==> src/rtl/pe_result_drain_pkg.sv <==
// pe_types: shared state encoding and result helpers for the PE result drain.
package pe_types;

   typedef enum logic {DRAIN_IDLE, DRAIN_STREAM} pe_drain_state_t;

   // Positive saturation pattern {0,1...1} for a signed result of the given width (<= 64).
   function automatic logic [63:0] pe_result_sat_max(input int unsigned width);
      return (64'd1 << (width - 1)) - 64'd1;
   endfunction

endpackage

==> src/rtl/pe_result_drain_bank_fifo.sv <==
// pe_result_bank_fifo: bank-wide FIFO holding captured PE result banks.
// Exposes the head bank and the bank behind it so the drain can preload its
// registered output across a pop without a bubble. The caller must never write
// when full without also popping, and never pop when empty.
module pe_result_bank_fifo #(
   parameter int unsigned Width = 128,
   parameter int unsigned Depth = 4
) (
   input  logic                     clock,
   input  logic                     resetn,
   input  logic                     wr_en,
   input  logic [Width-1:0]         wr_data,
   input  logic                     pop,
   output logic [Width-1:0]         head,
   output logic [Width-1:0]         next_head,
   output logic [$clog2(Depth):0]   level,
   output logic                     full
);

   localparam int unsigned PtrW   = $clog2(Depth);
   localparam int unsigned LevelW = PtrW + 1;

   logic [Width-1:0]  mem [Depth];
   logic [PtrW-1:0]   wr_ptr_q, rd_ptr_q, rd_ptr_nxt;
   logic [LevelW-1:0] level_q;

   assign rd_ptr_nxt = rd_ptr_q + PtrW'(1);
   assign head       = mem[rd_ptr_q];
   assign next_head  = mem[rd_ptr_nxt];
   assign level      = level_q;
   assign full       = (level_q == LevelW'(Depth));

   // Bank storage; contents are don't-care until written, so no reset.
   always_ff @(posedge clock) begin
      if (wr_en) begin
         mem[wr_ptr_q] <= wr_data;
      end
   end

   // Pointers wrap naturally since Depth is a power of two.
   always_ff @(posedge clock or negedge resetn) begin
      if (!resetn) begin
         wr_ptr_q <= '0;
         rd_ptr_q <= '0;
         level_q  <= '0;
      end else begin
         if (wr_en) begin
            wr_ptr_q <= wr_ptr_q + PtrW'(1);
         end
         if (pop) begin
            rd_ptr_q <= rd_ptr_nxt;
         end
         if (wr_en && !pop) begin
            level_q <= level_q + LevelW'(1);
         end else if (!wr_en && pop) begin
            level_q <= level_q - LevelW'(1);
         end
      end
   end

endmodule

==> src/rtl/pe_result_drain.sv <==
// pe_result_drain: captures a full PE row of results after each accumulator
// flush and streams them out one lane per handshake.
// Optional feature macro: PE_DRAIN_SAT_COUNT_EN adds o_sat_count, a saturating
// count of streamed lanes that hold +max or -max.
module pe_result_drain
   import pe_types::*;
#(
   parameter int unsigned NUM_PES       = 4,
   parameter int unsigned RESULT_WIDTH  = 32,
   parameter int unsigned FIFO_DEPTH    = 4,
   parameter int unsigned FLUSH_LATENCY = 1
) (
   input  logic                              clock,
   input  logic                              resetn,
   input  logic                              i_flush_accumulator,
   input  logic [NUM_PES*RESULT_WIDTH-1:0]   i_results,
   input  logic                              i_clear_overflow,
   output logic signed [RESULT_WIDTH-1:0]    o_data,
   output logic [$clog2(NUM_PES)-1:0]        o_lane,
   output logic                              o_last,
   output logic                              o_valid,
   input  logic                              i_ready,
   output logic [$clog2(FIFO_DEPTH):0]       o_level,
   output logic                              o_overflow
`ifdef PE_DRAIN_SAT_COUNT_EN
   ,
   output logic [15:0]                       o_sat_count
`endif
);

   localparam int unsigned LaneW  = $clog2(NUM_PES);
   localparam int unsigned LevelW = $clog2(FIFO_DEPTH) + 1;
   localparam int unsigned BankW  = NUM_PES * RESULT_WIDTH;
   localparam logic [LaneW-1:0] LastLane = LaneW'(NUM_PES - 1);

   logic [FLUSH_LATENCY-1:0] dly_q, dly_d;
   logic                     cap_strobe, accept, fire, pop, busy;
   logic [BankW-1:0]         head, next_head, src_bank;
   logic [LevelW-1:0]        level;
   logic                     full;
   pe_drain_state_t          state_q, state_d;
   logic [LaneW-1:0]         cnt_q, cnt_d;
   logic                     last_q, last_d;
   logic [RESULT_WIDTH-1:0]  data_q, data_d;
   logic                     ovf_q, ovf_d;

   if (FLUSH_LATENCY > 1) begin : g_dly_multi
      assign dly_d = {dly_q[FLUSH_LATENCY-2:0], i_flush_accumulator};
   end else begin : g_dly_single
      assign dly_d = i_flush_accumulator;
   end

   assign cap_strobe = dly_q[FLUSH_LATENCY-1];
   assign fire       = (state_q == DRAIN_STREAM) && i_ready;
   assign pop        = fire && last_q;
   // A full FIFO still takes a capture if its head bank leaves on the same edge.
   assign accept     = cap_strobe && (!full || pop);
   assign busy       = accept || (level > LevelW'(pop));
   // Bank that will be at the head after this edge; the incoming bank when the
   // FIFO is (or becomes) empty, since it lands in the head slot.
   assign src_bank   = pop ? ((level == LevelW'(1)) ? i_results : next_head)
                           : ((level == '0) ? i_results : head);

   pe_result_bank_fifo #(
      .Width (BankW),
      .Depth (FIFO_DEPTH)
   ) u_bank_fifo (
      .clock     (clock),
      .resetn    (resetn),
      .wr_en     (accept),
      .wr_data   (i_results),
      .pop       (pop),
      .head      (head),
      .next_head (next_head),
      .level     (level),
      .full      (full)
   );

   // Next stream state, lane counter and preloaded output lane.
   always_comb begin
      state_d = state_q;
      cnt_d   = cnt_q;
      if (fire) begin
         cnt_d = last_q ? '0 : cnt_q + LaneW'(1);
      end
      unique case (state_q)
         DRAIN_IDLE:   if (accept) state_d = DRAIN_STREAM;
         DRAIN_STREAM: if (!busy) state_d = DRAIN_IDLE;
         default:      state_d = DRAIN_IDLE;
      endcase
      last_d = (state_d == DRAIN_STREAM) && (cnt_d == LastLane);
      data_d = (state_d == DRAIN_STREAM) ? src_bank[cnt_d*RESULT_WIDTH +: RESULT_WIDTH] : data_q;
   end

   // Stream state and registered outputs.
   always_ff @(posedge clock or negedge resetn) begin
      if (!resetn) begin
         state_q <= DRAIN_IDLE;
         cnt_q   <= '0;
         last_q  <= 1'b0;
         data_q  <= '0;
      end else begin
         state_q <= state_d;
         cnt_q   <= cnt_d;
         last_q  <= last_d;
         data_q  <= data_d;
      end
   end

   // Overflow is sticky; a drop in the same cycle as a clear wins.
   assign ovf_d = (cap_strobe && !accept) ? 1'b1 : (i_clear_overflow ? 1'b0 : ovf_q);

   // Flush delay line and overflow flag.
   always_ff @(posedge clock or negedge resetn) begin
      if (!resetn) begin
         dly_q <= '0;
         ovf_q <= 1'b0;
      end else begin
         dly_q <= dly_d;
         ovf_q <= ovf_d;
      end
   end

   assign o_valid    = (state_q == DRAIN_STREAM);
   assign o_data     = data_q;
   assign o_lane     = cnt_q;
   assign o_last     = last_q;
   assign o_level    = level;
   assign o_overflow = ovf_q;

`ifdef PE_DRAIN_SAT_COUNT_EN
   localparam logic [RESULT_WIDTH-1:0] SatPos = RESULT_WIDTH'(pe_result_sat_max(RESULT_WIDTH));

   logic [15:0] sat_cnt_q;
   logic        sat_hit;

   assign sat_hit = fire && ((data_q == SatPos) || (data_q == ~SatPos));

   // Count handed-over lanes at either saturation rail; sticks at all-ones.
   always_ff @(posedge clock or negedge resetn) begin
      if (!resetn) begin
         sat_cnt_q <= '0;
      end else if (i_clear_overflow) begin
         sat_cnt_q <= '0;
      end else if (sat_hit && (sat_cnt_q != 16'hFFFF)) begin
         sat_cnt_q <= sat_cnt_q + 16'd1;
      end
   end

   assign o_sat_count = sat_cnt_q;
`endif

endmodule

==> config.mk <==
export PLATFORM = sky130hd
export DESIGN_NAME = pe_result_drain
export DESIGN_NICKNAME = d
export VERILOG_FILES = /design/src/rtl/pe_result_drain_pkg.sv /design/src/rtl/pe_result_drain_bank_fifo.sv /design/src/rtl/pe_result_drain.sv
export SDC_FILE = /design/constraint.sdc
export NUM_CORES = 1
export LEC_CHECK = 0
export CAP_MARGIN = 20
export CORE_MARGIN = 2
export CORE_UTILIZATION = 50
export DETAILED_ROUTE_END_ITERATION = 10
export PLACE_DENSITY = 0.7
export SLEW_MARGIN = 20
export SYNTH_ARGS = -nofsm -noshare
export SYNTH_HDL_FRONTEND = slang
export SYNTH_SLANG_ARGS = --single-unit
==> constraint.sdc <==
create_clock -name clock -period 6.2 [get_ports clock]
set_clock_uncertainty 0.05 [all_clocks]
set_input_delay 1.86 -clock clock [delete_from_list [all_inputs] [get_ports clock]]
set_output_delay 1.86 -clock clock [all_outputs]
set_load 0.005 [all_outputs]
=== Word-level counts from Yosys, hierarchy flattened ===
Memory sizes are Yosys's and may differ from the RTL's.
Index checks and enable logic that the tools add are counted.

* Register bits after elaboration: 45
* Bits in latches: 0
* Bits in writable memories: 512
* Bits in read-only memories: 0
* Input port bits: 133
* Output and inout port bits: 40
* Word-level logic and storage cells: 49
* Memories: 1

{| class="wikitable"
|+ Memory list
! memory !! words !! width !! rd ports !! clocked after memory_dff !! wr ports !! RTL line !! source
|-
| u_bank_fifo.mem || 4 || 128 || 2 || 0 || 1 || pe_result_drain_bank_fifo.sv:23 || <nowiki>logic [Width-1:0] mem [Depth];</nowiki>
|}

* Add/subtract/negate cells: 5
* $mul: 0
* Divide/modulo/power cells: 0
* Magnitude comparators: 1
* Eq/ne operators: 3
* Shift operators: 1
* Mux-type cells: 13
* Bitwise gates (word level): 1
* Reduce and logical (&&, ||, !) cells: 15

{| class="wikitable"
|+ Operators with widths
! kind !! count
|-
| $mux W128 || 3
|-
| $shiftx A128 B8 Y32 || 1
|-
| $logic_and A1 B1 Y1 || 7
|-
| $add A2 B1 Y2 const B || 3
|-
| $mux W3 || 2
|-
| $mux W1 || 5
|-
| $mux W2 || 2
|-
| $reduce_bool A2 Y1 || 2
|-
| $add A3 B1 Y3 const B || 1
|-
| $eq A3 B1 Y1 const B || 1
|-
| $eq A3 B3 Y1 const B || 1
|-
| $gt A3 B1 Y1 || 1
|-
| $logic_not A1 Y1 || 3
|-
| $logic_not A3 Y1 || 1
|-
| $sub A3 B1 Y3 const B || 1
|-
| $eq A2 B2 Y1 const B || 1
|-
| $logic_or A1 B1 Y1 || 2
|-
| $pmux W1 S2 || 1
|-
| $not A1 Y1 || 1
|}

=== Longest topological paths before layout ===
Gate-level depths: netlist (run 1).

* Depth in word-level cells: 8
* Mapped depth: 9
* Gate-level depth less buffers: 7

=== Hierarchy ===
From an unflattened synthesis (run 1), not the netlist that was laid out.

* Cells, all modules: 1247
* Area total of the unflattened synthesis: 26100.0 um^2

{| class="wikitable"
|+ By module, submodules not included
! module !! instances !! cells each !! area each (um^2) !! seq. area each (um^2)
|-
| pe_result_bank_fifo || 1 || 859 || 21991.1 || 15549.9
|-
| pe_result_drain || 1 || 388 || 4108.9 || 950.9
|}

=== Worst setup path after synthesis (run 1) ===
No wires, ideal clock.

* Kind: input-to-reg
* Start point: in i_ready
* End point: mem u_bank_fifo.mem[2][0] (enable)
* Setup time: 502 ps
* Arrival time: 5554 ps
* Required time: 5648 ps
* Setup slack: 94 ps
* Stages on the path: 6
* Buffers on the path: 2
* Path through: and3_1 > buf_6 > inv_4 > a31oi_4 > buf_4 > and2_1

* Cells in the longest elaborated chain, start to end: 6

{| class="wikitable"
|+ RTL lines
! element !! RTL line !! source
|-
| start, declared || pe_result_drain.sv:22 || <nowiki>input logic i_ready,</nowiki>
|-
| $logic_and A1 B1 Y1 || pe_result_drain.sv:54 || <nowiki>assign fire = (state_q == DRAIN_STREAM) && i_ready;</nowiki>
|-
| $logic_and A1 B1 Y1 || pe_result_drain.sv:55 || <nowiki>assign pop = fire && last_q;</nowiki>
|-
| $logic_or A1 B1 Y1 || pe_result_drain.sv:57 || <nowiki>assign accept = cap_strobe && (!full || pop);</nowiki>
|-
| $logic_and A1 B1 Y1 || pe_result_drain.sv:57 ||
|-
| net accept || pe_result_drain.sv:37 || <nowiki>logic cap_strobe, accept, fire, pop, busy;</nowiki>
|-
| $mux W1 || pe_result_drain_bank_fifo.sv:35 || <nowiki>if (wr_en) begin</nowiki>
|-
| $mux W1 (not written as such) || pe_result_drain_bank_fifo.sv:36 || <nowiki>mem[wr_ptr_q] <= wr_data;</nowiki>
|-
| end, declared || pe_result_drain_bank_fifo.sv:23 ||
|}

The timed path passes the listed nets, and every way through them passes these cells.

=== Worst setup path after layout (run 1) ===
* Start point: in i_ready
* End point: reg data_q[7] (netlist: o_data[7])

* Cells in the longest elaborated chain, start to end: 7
* Elaborated cells between the ends (all ways): 12
* Those cells by class: order compare: 1; shift: 1; mux: 5; reduce/logical: 5

{| class="wikitable"
|+ RTL lines
! element !! RTL line !! source
|-
| $logic_and A1 B1 Y1 (*) || pe_result_drain.sv:54 ||
|-
| branches (longest 6 deep; another with $mux W128) || n/a ||
|-
| end signal, assigned || pe_result_drain.sv:106 || <nowiki>data_q <= data_d;</nowiki>
|-
| end, declared || pe_result_drain.sv:44 || <nowiki>logic [RESULT_WIDTH-1:0] data_q, data_d;</nowiki>
|}

Every way passes the cells marked *.
A chain may end at the register's enable or synchronous reset.

==> out/results.tsv, run 1 <==
stage	metric	value	unit
status	status	finished clean	
clock_network	clock root cell	clkbuf_16	
power_and_ir_drop	Combinational Power Share	0.391	
critical_path	worst path arrival time	4760	ps
placed_design	Setup WS pre-CTS	1245	ps
timing	Setup violations, final	0	
global_route	antenna violations before repair	3	
cells_and_area	Finished Core Util	0.5903	
clock_network	Post-CTS Setup Repair Bufs	0	
global_route	GRT Max-Usage Layer	met2	
floorplan	die area	0.04950	mm²
floorplan	Die H	222.5	µm
timing	f_max	230.2	MHz
detailed_routing	detailed-router iteration count before antenna repair	5	
clock_network	CTS clk-pin slew, worst paths	60	ps
yosys	sequential area share after synthesis	0.6913	
placed_design	IO buf count	172	
timing	setup TNS	0	ps
floorplan	core area	0.04745	mm²
critical_path	CP Capture Type	flip-flop	
floorplan	initial core utilization	0.5031	
yosys	Main synth FF type	edfxtp_1	
detailed_routing	post-route ant nets	0	
cells_and_area	Syn-to-layout area delta	17.34	%
global_route	grt met1 use	0.3212	
detailed_routing	DRC viols	0	
clock_network	Skew-Pair Late Insertion Delay	600	ps
global_route	overall routing resource usage	0.2323	
timing	final hold vios	0	
detailed_routing	DR vias	12810	
placed_design	GP Congestion	0.7762	
power_and_ir_drop	power per cell area	513.7	mW/mm²
floorplan	Site Rows	80	
power_and_ir_drop	PnR Total Power	14.39	mW
global_route	grt ovf	0	
yosys	Mapped Area	0.02387	mm²
yosys	Post-Syn Nets	1356	
global_route	largest net degree at the start of global routing	87	
power_and_ir_drop	Clk pwr share	0.226	
yosys	Ys Warns	0	
cells_and_area	final net count	1532	
power_and_ir_drop	Seq pwr share	0.383	
yosys	distinct cell type count of the synthesized netlist	56	
timing	slew at the pin closest to its max-slew limit	1058	ps
global_route	routing usage on met2	0.3840	
power_and_ir_drop	Psw	4.825	mW
yosys	synthesized flop and latch total	557	
timing	relative slew slack	0.2946	
clock_network	Num Clock Sinks	557	
clock_network	CTS tree	built	
clock_network	Num CTS Buffers	56	
clock_network	clk buf depth	3	
power_and_ir_drop	Switching Fraction	0.3354	
critical_path	Critical Path RT	6620	ps
cells_and_area	share of cells above drive strength 1	0.2409	
power_and_ir_drop	leakage power	9.264	nW
timing	Setup WS post-layout	1857	ps
clock_network	CTS H-tree lvls	2	
detailed_routing	DRC violation total after the first TritonRoute iteration	1235	
yosys	Post-synth ARST share	0.08079	
global_route	M3 GR Usage	0.04232	
cells_and_area	fill count	3497	
power_and_ir_drop	Internal Power	9.562	mW
yosys	number of synthesized flops with an enable pin	512	
critical_path	critical path class	in -> reg	
worst_hold_path	HP Class	reg -> reg	
placed_design	DP HPWL	34670	µm
clock_network	post-cts sizing count	0	
power_and_ir_drop	Max VDD drop	0.0003392	V
global_route	number of global-route vias before repair	13450	
detailed_routing	WL per Instance	27.75	µm
yosys	Mean Syn Cell Area	19.66	µm²
floorplan	die span in x	222.5	µm
clock_network	Post-CTS Hold Fix Bufs	0	
timing	final worst path period share	0.7005	
critical_path	crit start category	primary input	
run	max-cap violations	0	
timing	Slew Viols, Final	0	
detailed_routing	vias per cell	6.240	
floorplan	# IOs	173	
global_route	first-pass GRT wire length	86080	µm
critical_path	crit path max fanout	36	
detailed_routing	DRT Wirelength	56930	µm
timing	setup repair after global routing missed its margin	no	
timing	Tmin final	4343	ps
yosys	Syn Inst Count	1214	
-- layout by cell type, fill, tap and decap left out, types with 5 or more instances in the layout --
| master | Yosys | layout |
|---|---|---|
| a221o_1 | 6 | 6 |
| a211oi_1 | 19 | 19 |
| clkdlybuf4s50_1 | 0 | 171 |
| buf_12 | 0 | 9 |
| o21ai_1 | 5 | 5 |
| nand3_1 | 29 | 29 |
| clkinv_2 | 0 | 19 |
| a211oi_2 | 7 | 7 |
| a21oi_1 | 48 | 48 |
| and3_1 | 27 | 27 |
| nor2_1 | 22 | 22 |
| mux2_4 | 16 | 17 |
| edfxtp_1 | 512 | 512 |
| clkbuf_16 | 0 | 57 |
| mux4_2 | 160 | 160 |
| clkinv_1 | 1 | 7 |
| a2111oi_2 | 17 | 17 |
| o21ai_0 | 26 | 26 |
| nand2_1 | 20 | 20 |
| dfrtp_1 | 45 | 43 |
| mux2i_1 | 61 | 61 |
| o22ai_1 | 7 | 7 |
| inv_1 | 6 | 6 |
| buf_4 | 17 | 24 |
| o22a_1 | 20 | 20 |
| ha_1 | 9 | 9 |
| clkbuf_1 | 32 | 13 |
| a22oi_1 | 10 | 10 |
-- cells in the mapped netlist (3+ instances only) --
master | instances | share of area
xnor2_1 | 4 | 0.0015
buf_4 | 17 | 0.0053
ha_1 | 9 | 0.0047
mux2_4 | 16 | 0.010
o21ai_1 | 5 | 0.0010
o22a_1 | 20 | 0.0073
a211oi_2 | 7 | 0.0037
a21oi_1 | 48 | 0.010
buf_2 | 21 | 0.0044
and2_1 | 5 | 0.0013
inv_1 | 6 | 0.00094
dfrtp_1 | 45 | 0.047
o22ai_1 | 7 | 0.0018
a21o_1 | 4 | 0.0013
clkbuf_1 | 32 | 0.0050
o32ai_1 | 4 | 0.0015
a2111oi_2 | 17 | 0.011
buf_1 | 3 | 0.00047
and3_1 | 27 | 0.0071
edfxtp_1 | 512 | 0.64
a211oi_1 | 19 | 0.0060
a221oi_1 | 4 | 0.0015
mux4_2 | 160 | 0.15
mux2i_1 | 61 | 0.026
a22oi_1 | 10 | 0.0031
a2111oi_4 | 3 | 0.0035
buf_6 | 12 | 0.0057
nor2_1 | 22 | 0.0035
nand3_1 | 29 | 0.0061
nand2_1 | 20 | 0.0031
o21ai_0 | 26 | 0.0055
a221o_1 | 6 | 0.0025
mux2_2 | 5 | 0.0024
-- power groups by stage --
stage | registers, mW | clock network (mW) | logic (mW)
after floorplan | 5.38 | 0 | 4.13
after global placement | 5.54 | 0 | 5.57
after detailed placement | 5.59 | 0 | 5.65
after CTS | 5.52 | 3.32 | 5.68
after global routing | 5.59 | 3.45 | 5.99
final | 5.51 | 3.26 | 5.62
-- state kept, by name, summed over array words and instances (netlist names) --
register,count
u_bank_fifo.level,3
o_overflow,1
u_bank_fifo.rd_ptr_q,2
o_valid,1
cap_strobe,1
o_lane,2
o_data,32
u_bank_fifo.mem,512
o_last,1
u_bank_fifo.wr_ptr_q,2
-- cell type report --
type	count	area, µm²	area share
clock buffer	71	1489	0.05317
clock inverter	33	267.8	0.009561
inverter	9	41.29	0.001474
sequential	557	16510	0.5895
multi-input combinational	561	6850	0.2446
antenna	1	2.502	0.00008935
timing repair buffer	205	2077	0.07416
tap	615	769.5	0.02748
-- kinds of logic after synthesis --
logic type | Yosys count | share of synthesized area
DFF | 557 | 0.6913
and+or+nand+nor | 112 | 0.02495
AOI/OAI and AO/OA | 192 | 0.06474
xor gates and xnor gates | 6 | 0.002202
muxes | 242 | 0.1890
adders and majority gates | 9 | 0.004718
buffers and inverters | 96 | 0.02307
-- worst max-delay path, cell delays in order --
cell	delay (ps)
clkdlybuf4s50_1	620
and4bb_4	600
nor2_8	80
inv_6	400
buf_12	320
mux2_2	380
a2111oi_2	370
a211oi_1	90
-- worst paths after layout --
check	cells past startpoint	start	to	slack, ps
worst max register to register	7	u_bank_fifo.level[1]$_DFFE_PN0P_	o_data[14]$_DFFE_PN0P_	2810
worst max-delay path	8	i_ready	o_data[7]$_DFFE_PN0P_	1860
max in group asynchronous	2	resetn	u_bank_fifo.rd_ptr_q[0]$_DFFE_PN0P_	4150
worst min register to register	1	o_data[30]$_DFFE_PN0P_	o_data[30]$_DFFE_PN0P_	520
worst min-delay path	1	o_data[30]$_DFFE_PN0P_	o_data[30]$_DFFE_PN0P_	520
min in group asynchronous	2	resetn	o_data[14]$_DFFE_PN0P_	1350
-- per-layer routing --
| metal | wire length, µm | vias to the layer above |
|---|---|---|
| met1 | 23530 | 6770 |
| met2 | 28360 | 463 |
| met3 | 3695 | 85 |
| li1 | - | 5483 |
| met4 | 1319 | 4 |
| met5 | 28 | - |
-- stage by stage --
stage	instance area [µm²]	std cells	hold slack, ps
final	28010	2052	524.3
after global routing	28010	2052	529.3
after global placement	26240	1947	505.9
after floorplan	23870	1214	455.5
after CTS	28000	2051	517.1
after detailed placement	26240	1947	496.1
Power figures use the tool's default switching activity.
==> run 2: changes to the inputs <==
--- a/config.mk
+++ b/config.mk
@@ -9,7 +9,7 @@
 export CORE_MARGIN = 2
 export CORE_UTILIZATION = 50
 export DETAILED_ROUTE_END_ITERATION = 10
-export PLACE_DENSITY = 0.7
+export PLACE_DENSITY = 0.72
 export SLEW_MARGIN = 20
 export SYNTH_ARGS = -nofsm -noshare
 export SYNTH_HDL_FRONTEND = slang
==> constraint.sdc (replaced) <==
create_clock -name clock -period 3.79 [get_ports clock]
set_clock_uncertainty 0.05 [all_clocks]
set_input_delay 1.137 -clock clock [delete_from_list [all_inputs] [get_ports clock]]
set_output_delay 1.137 -clock clock [all_outputs]
set_load 0.005 [all_outputs]
==> out/results.tsv, run 2 (same netlist as run 1, synthesis figures left out) <==
stage	metric	value	unit	change
detailed_routing	DR vias	12950		+1.1%
critical_path	CP Capture Type	flip-flop		
clock_network	post-cts sizing count	0		unchanged
timing	final worst path period share	0.8496		
cells_and_area	most common cell after layout, fill and taps aside	edfxtp_1		
clock_network	Num CTS Buffers	56		unchanged
placed_design	IO buf count	172		unchanged
global_route	first-pass GRT wire length	84910	µm	-1.4%
placed_design	Setup WS pre-CTS	-11.55	ps	-1257 ps
detailed_routing	WL per Instance	26.92	µm	-3.0%
cells_and_area	Syn-to-layout area delta	19.51	%	
clock_network	Post-CTS Setup Repair Bufs	0		unchanged
detailed_routing	post-route ant nets	0		unchanged
clock_network	CTS clk-pin slew, worst paths	60	ps	about the same
clock_network	Num Clock Sinks	557		unchanged
detailed_routing	DRC viols	0		unchanged
cells_and_area	Largest Register	u_bank_fifo.mem		
run	max-cap violations	0		unchanged
clock_network	CTS tree	built		
placed_design	GP Congestion	0.8110		+4.5%
placed_design	DP HPWL	34790	µm	+0.35%
clock_network	CTS H-tree lvls	2		unchanged
timing	relative slew slack	0.4318		+0.1372
power_and_ir_drop	Internal Power	16.31	mW	+71%
clock_network	Skew-Pair Late Insertion Delay	610	ps	about the same
floorplan	Site Rows	80		unchanged
critical_path	Critical Path RT	4200	ps	-2420 ps
floorplan	initial core utilization	0.5031		unchanged
power_and_ir_drop	Clk pwr share	0.231		+0.005
detailed_routing	detailed-router iteration count before antenna repair	6		+1
cells_and_area	most frequent cells in the layout	edfxtp_1 (512), clkdlybuf4s50_1 (171), mux4_2 (160)		
critical_path	critical path class	in -> reg		
clock_network	clock root cell	clkbuf_16		
power_and_ir_drop	power per cell area	848.7	mW/mm²	+65%
power_and_ir_drop	Max VDD drop	0.0004632	V	+37%
placed_design	area of placed instances	0.02665	mm²	+1.6%
floorplan	Die H	222.5	µm	unchanged
timing	final hold vios	0		unchanged
detailed_routing	DRT Wirelength	55960	µm	-1.7%
detailed_routing	vias per cell	6.228		-0.19%
timing	setup TNS	0	ps	unchanged
clock_network	clk buf depth	3		unchanged
worst_hold_path	HP Class	reg -> reg		
power_and_ir_drop	Seq pwr share	0.366		-0.017
timing	slew at the pin closest to its max-slew limit	852.3	ps	-205.8 ps
cells_and_area	final net count	1558		+1.7%
global_route	antenna violations before repair	3		unchanged
cells_and_area	fin area	0.02852	mm²	+1.9%
critical_path	worst path arrival time	3630	ps	-1130 ps
floorplan	die area	0.04950	mm²	unchanged
power_and_ir_drop	Psw	7.899	mW	+64%
clock_network	Post-CTS Hold Fix Bufs	0		unchanged
floorplan	core area	0.04745	mm²	unchanged
worst_hold_path	worst hold path cell count	2		+1
global_route	largest net degree at the start of global routing	90		+3.4%
timing	Slew Viols, Final	0		unchanged
cells_and_area	max reg flops	512		unchanged
floorplan	# IOs	173		unchanged
power_and_ir_drop	PnR Total Power	24.21	mW	+68%
floorplan	die span in x	222.5	µm	unchanged
critical_path	worst reg2reg path depth	6		-1
power_and_ir_drop	leakage power	9.499	nW	+2.5%
detailed_routing	DRC violation total after the first TritonRoute iteration	1368		+11%
timing	Setup WS post-layout	570.2	ps	-1287 ps
global_route	grt ovf	0		unchanged
status	status	finished clean		
timing	Setup violations, final	0		unchanged
global_route	number of global-route vias before repair	13410		-0.27%
power_and_ir_drop	Switching Fraction	0.3263		-0.009101
timing	Tmin final	3220	ps	
timing	setup repair after global routing missed its margin	no		
critical_path	crit path max fanout	17		-53%
global_route	overall routing resource usage	0.2297		-0.002613
critical_path	crit start category	primary input		
power_and_ir_drop	Combinational Power Share	0.403		+0.012
cells_and_area	share of cells above drive strength 1	0.2491		+0.008197
timing	f_max	310.6	MHz	
## run 2: cell types whose count changed in the layout (fill, tap and decap cells not counted), sizes merged
cell      previous run  this run
buf                 34        60
bufinv               4         6
clkinv              26        12
clkinvlp             4         0
clkbuf              71        86
diode                1         3
## run 2: per-stage QoR
| step | std cells | util | hold WS [ps] |
|---|---|---|---|
| after floorplan | 1214 | - | 455.5 |
| after global placement | 1973 | 0.5617 | 503.6 |
| after detailed placement | 1973 | 0.5617 | 503.8 |
| after CTS | 2076 | 0.6011 | 509.0 |
| after global routing | 2077 | 0.6011 | 541.5 |
| final | 2079 | 0.6012 | 506.4 |
## run 2: worst max-delay path: stages
cell             delay, ps
clkdlybuf4s50_1        620
and4bb_4               320
nor2_8                  60
inv_6                  240
buf_12                 210
mux2_4                 320
a2111oi_2              600
a211oi_2                90
## run 2: path summary, 6_finish.rpt
kind | startpoint | slack (ps) | to
min | o_data[6]$_DFFE_PN0P_ | 510 | o_data[6]$_DFFE_PN0P_
max reg2reg | u_bank_fifo.rd_ptr_q[0]$_DFFE_PN0P_ | 1080 | o_data[4]$_DFFE_PN0P_
min reg2reg | o_data[6]$_DFFE_PN0P_ | 510 | o_data[6]$_DFFE_PN0P_
max | i_ready | 570 | o_data[16]$_DFFE_PN0P_
max in group asynchronous | resetn | 2410 | o_data[31]$_DFFE_PN0P_
min in group asynchronous | resetn | 580 | o_data[11]$_DFFE_PN0P_
## run 2: layout make-up
class / instances / area, µm²
Inverter: 9 / 41.29
Tap cell: 615 / 769.5
Fill cell: 3446 / 18920
Clock buffer: 86 / 1627
Multi-Input combinational cell: 561 / 6847
Timing Repair Buffer: 231 / 2485
Clock inverter: 17 / 240.2
Antenna cell: 3 / 7.507
Sequential cell: 557 / 16510
## run 2: per-layer routing
| metal | GRT usage | share of wire | wire [µm] | up-vias |
|---|---|---|---|---|
| met5 | 0 | 0.00018 | 10 | - |
| met2 | 0.3768 | 0.50 | 28060 | 521 |
| li1 | - | - | - | 5530 |
| met1 | 0.3157 | 0.41 | 22880 | 6810 |
| met3 | 0.04734 | 0.070 | 3894 | 86 |
| met4 | 0.06343 | 0.020 | 1116 | 2 |
## run 2: power by group through the flow
| stage | registers, mW | clock network (mW) | logic (mW) |
|---|---|---|---|
| 6_report | 8.87 | 5.60 | 9.75 |
| 4_1_cts | 8.87 | 5.70 | 9.88 |
| 5_1_grt | 8.98 | 5.95 | 10.4 |
| 3_5_place_dp | 8.99 | 0 | 9.80 |
| 2_1_floorplan | 8.72 | 0 | 6.77 |
| 3_3_place_gp | 8.90 | 0 | 9.66 |
==> run 3: changes to the inputs <==
==> constraint.sdc (replaced) <==
create_clock -name clock -period 2.7 [get_ports clock]
set_clock_uncertainty 0.05 [all_clocks]
set_input_delay 0.81 -clock clock [delete_from_list [all_inputs] [get_ports clock]]
set_output_delay 0.81 -clock clock [all_outputs]
set_load 0.005 [all_outputs]
==> out/results.tsv, run 3 (same netlist as run 1, synthesis figures left out) <==
stage	metric	value	unit	change
status	status	finished clean		
timing	Hold WS	200.9	ps	-305.6 ps
critical_path	CP Cell Sequence	clkdlybuf4s50_1		
floorplan	die span in x	222.5	µm	unchanged
placed_design	area of placed instances	0.02760	mm²	+3.6%
timing	setup TNS	0	ps	unchanged
timing	Setup violations, final	0		unchanged
worst_hold_path	HP Class	in -> async		
critical_path	crit start category	flip-flop		
clock_network	Num CTS Buffers	55		-1.8%
critical_path	Worst path top cell family by delay	buffers and inverters		
cells_and_area	Finished Core Util	0.6210		+0.01978
cells_and_area	fill count	3331		-3.3%
critical_path	Buf/Inv on CP	1		-2
timing	f_max	388.0	MHz	
detailed_routing	WL per Instance	26.24	µm	-2.5%
detailed_routing	detailed-router iteration count before antenna repair	5		-1
cells_and_area	most frequent cells in the layout	edfxtp_1 (512), clkdlybuf4s50_1 (170), mux4_2 (160)		
detailed_routing	DRT Wirelength	56420	µm	+0.83%
clock_network	CTS tree	built		
floorplan	Site Rows	80		unchanged
clock_network	Post-CTS Setup Repair Bufs	0		unchanged
critical_path	crit path max fanout	9		-8
critical_path	critical path class	reg -> out		
global_route	number of global-route vias before repair	13790		+2.8%
clock_network	CTS H-tree lvls	2		unchanged
global_route	largest net degree at the start of global routing	45		-50%
clock_network	clock root cell	clkbuf_16		
power_and_ir_drop	leakage power	9.993	nW	+5.2%
detailed_routing	vias per cell	6.134		-1.5%
timing	setup repair after global routing missed its margin	no		
clock_network	CTS clk-pin slew, worst paths	60	ps	about the same
placed_design	GP Congestion	0.8092		-0.22%
global_route	first-pass GRT wire length	85460	µm	+0.65%
critical_path	Worst path depth	1		-7
critical_path	worst path arrival time	1720	ps	-1910 ps
detailed_routing	DRC viols	0		unchanged
critical_path	CP Capture Type	output port		
detailed_routing	DR vias	13190		+1.8%
cells_and_area	Syn-to-layout area delta	23.44	%	
cells_and_area	Largest Register	u_bank_fifo.mem		
floorplan	die area	0.04950	mm²	unchanged
timing	Tmin final	2578	ps	
cells_and_area	most common cell after layout, fill and taps aside	edfxtp_1		
timing	Slew Viols, Final	0		unchanged
timing	final hold vios	0		unchanged
power_and_ir_drop	PnR Total Power	35.30	mW	+46%
timing	final worst path period share	0.9547		
placed_design	DP HPWL	37270	µm	+7.1%
cells_and_area	max reg flops	512		unchanged
clock_network	Post-CTS Hold Fix Bufs	0		unchanged
critical_path	worst reg2reg path depth	8		+2
timing	relative slew slack	0.5089		+0.07717
placed_design	IO buf count	172		unchanged
cells_and_area	fin area	0.02946	mm²	+3.3%
floorplan	# IOs	173		unchanged
power_and_ir_drop	Max VDD drop	0.0007158	V	+55%
critical_path	slowest CP cell	clkdlybuf4s50_1		
timing	slew at the pin closest to its max-slew limit	736.6	ps	-115.8 ps
clock_network	Skew-Pair Late Insertion Delay	620	ps	about the same
detailed_routing	DRC violation total after the first TritonRoute iteration	1236		-9.6%
detailed_routing	post-route ant nets	0		unchanged
critical_path	Worst R2R Setup Slack	130	ps	-950 ps
clock_network	clk buf depth	3		unchanged
floorplan	initial core utilization	0.5031		unchanged
global_route	overall routing resource usage	0.2316		+0.001862
global_route	grt ovf	0		unchanged
critical_path	Critical Path RT	1840	ps	-2360 ps
cells_and_area	share of cells above drive strength 1	0.2907		+0.04160
run	max-cap violations	0		unchanged
global_route	antenna violations before repair	3		unchanged
power_and_ir_drop	power per cell area	1198	mW/mm²	+41%
floorplan	Die H	222.5	µm	unchanged
floorplan	core area	0.04745	mm²	unchanged
clock_network	Num Clock Sinks	557		unchanged
cells_and_area	final net count	1629		+4.6%
critical_path	slowest stage delay, CP	570	ps	-50 ps
[run 3: cell count changes in the layout (fill, tap and decap cells not counted), moves of 8 or more]
cell	before	now
clkbuf_1	21	12
buf_4	33	72
clkinv_2	5	13
buf_12	26	59
[run 3: cell type report]
class                      instances  area [µm²]  share of cell area
antenna                            1       2.502          0.00008493
sequential                       557       16510              0.5603
tap                              615       769.5             0.02612
timing repair buffer             303        3441              0.1168
inverter                           9       41.29            0.001401
multi-input combinational        561        6859              0.2328
clock buffer                      73        1515             0.05143
clock inverter                    31       325.3             0.01104
[run 3: layer usage]
layer / up-vias / GRT usage / wire (µm)
met1: 6852 / 0.3165 / 22350
met4: 4 / 0.07577 / 1422
met3: 93 / 0.04232 / 4275
met2: 560 / 0.3807 / 28350
met5: - / 0 / 23
li1: 5679 / - / -
[run 3: worst paths after layout]
check	startpoint	to
worst min register to register	o_overflow$_DFFE_PN0P_	o_overflow$_DFFE_PN0P_
max in group asynchronous	resetn	u_bank_fifo.level[2]$_DFFE_PN0P_
worst min-delay path	resetn	o_data[15]$_DFFE_PN0P_
worst max register to register	u_bank_fifo.level[0]$_DFFE_PN0P_	o_data[14]$_DFFE_PN0P_
worst max-delay path	o_valid$_DFF_PN0_	o_valid
min in group clock	o_overflow$_DFFE_PN0P_	o_overflow$_DFFE_PN0P_
[run 3: metrics by stage]
stage	setup slack, ps	instances
floorplan	-224.0	1214
global placement	-679.7	2045
detailed placement	-725.1	2045
CTS	31.91	2149
global route	43.73	2150
finish	122.4	2150
[run 3: timing repair]
| action | in CTS | in global routing |
|---|---|---|
| setup endpoints to repair | 1 | 6 |
| gates resized for setup | 1 | 2 |
| gates cloned | 0 | 0 |
[run 3: power by group]
part	internal [mW]	switching (mW)	total, mW	leakage (nW)
logic	7.82	7.33	15.1	3.88
clock network	4.52	3.22	7.74	0.905
registers	11.5	0.883	12.4	5.21
total	23.9	11.4	35.3	9.99
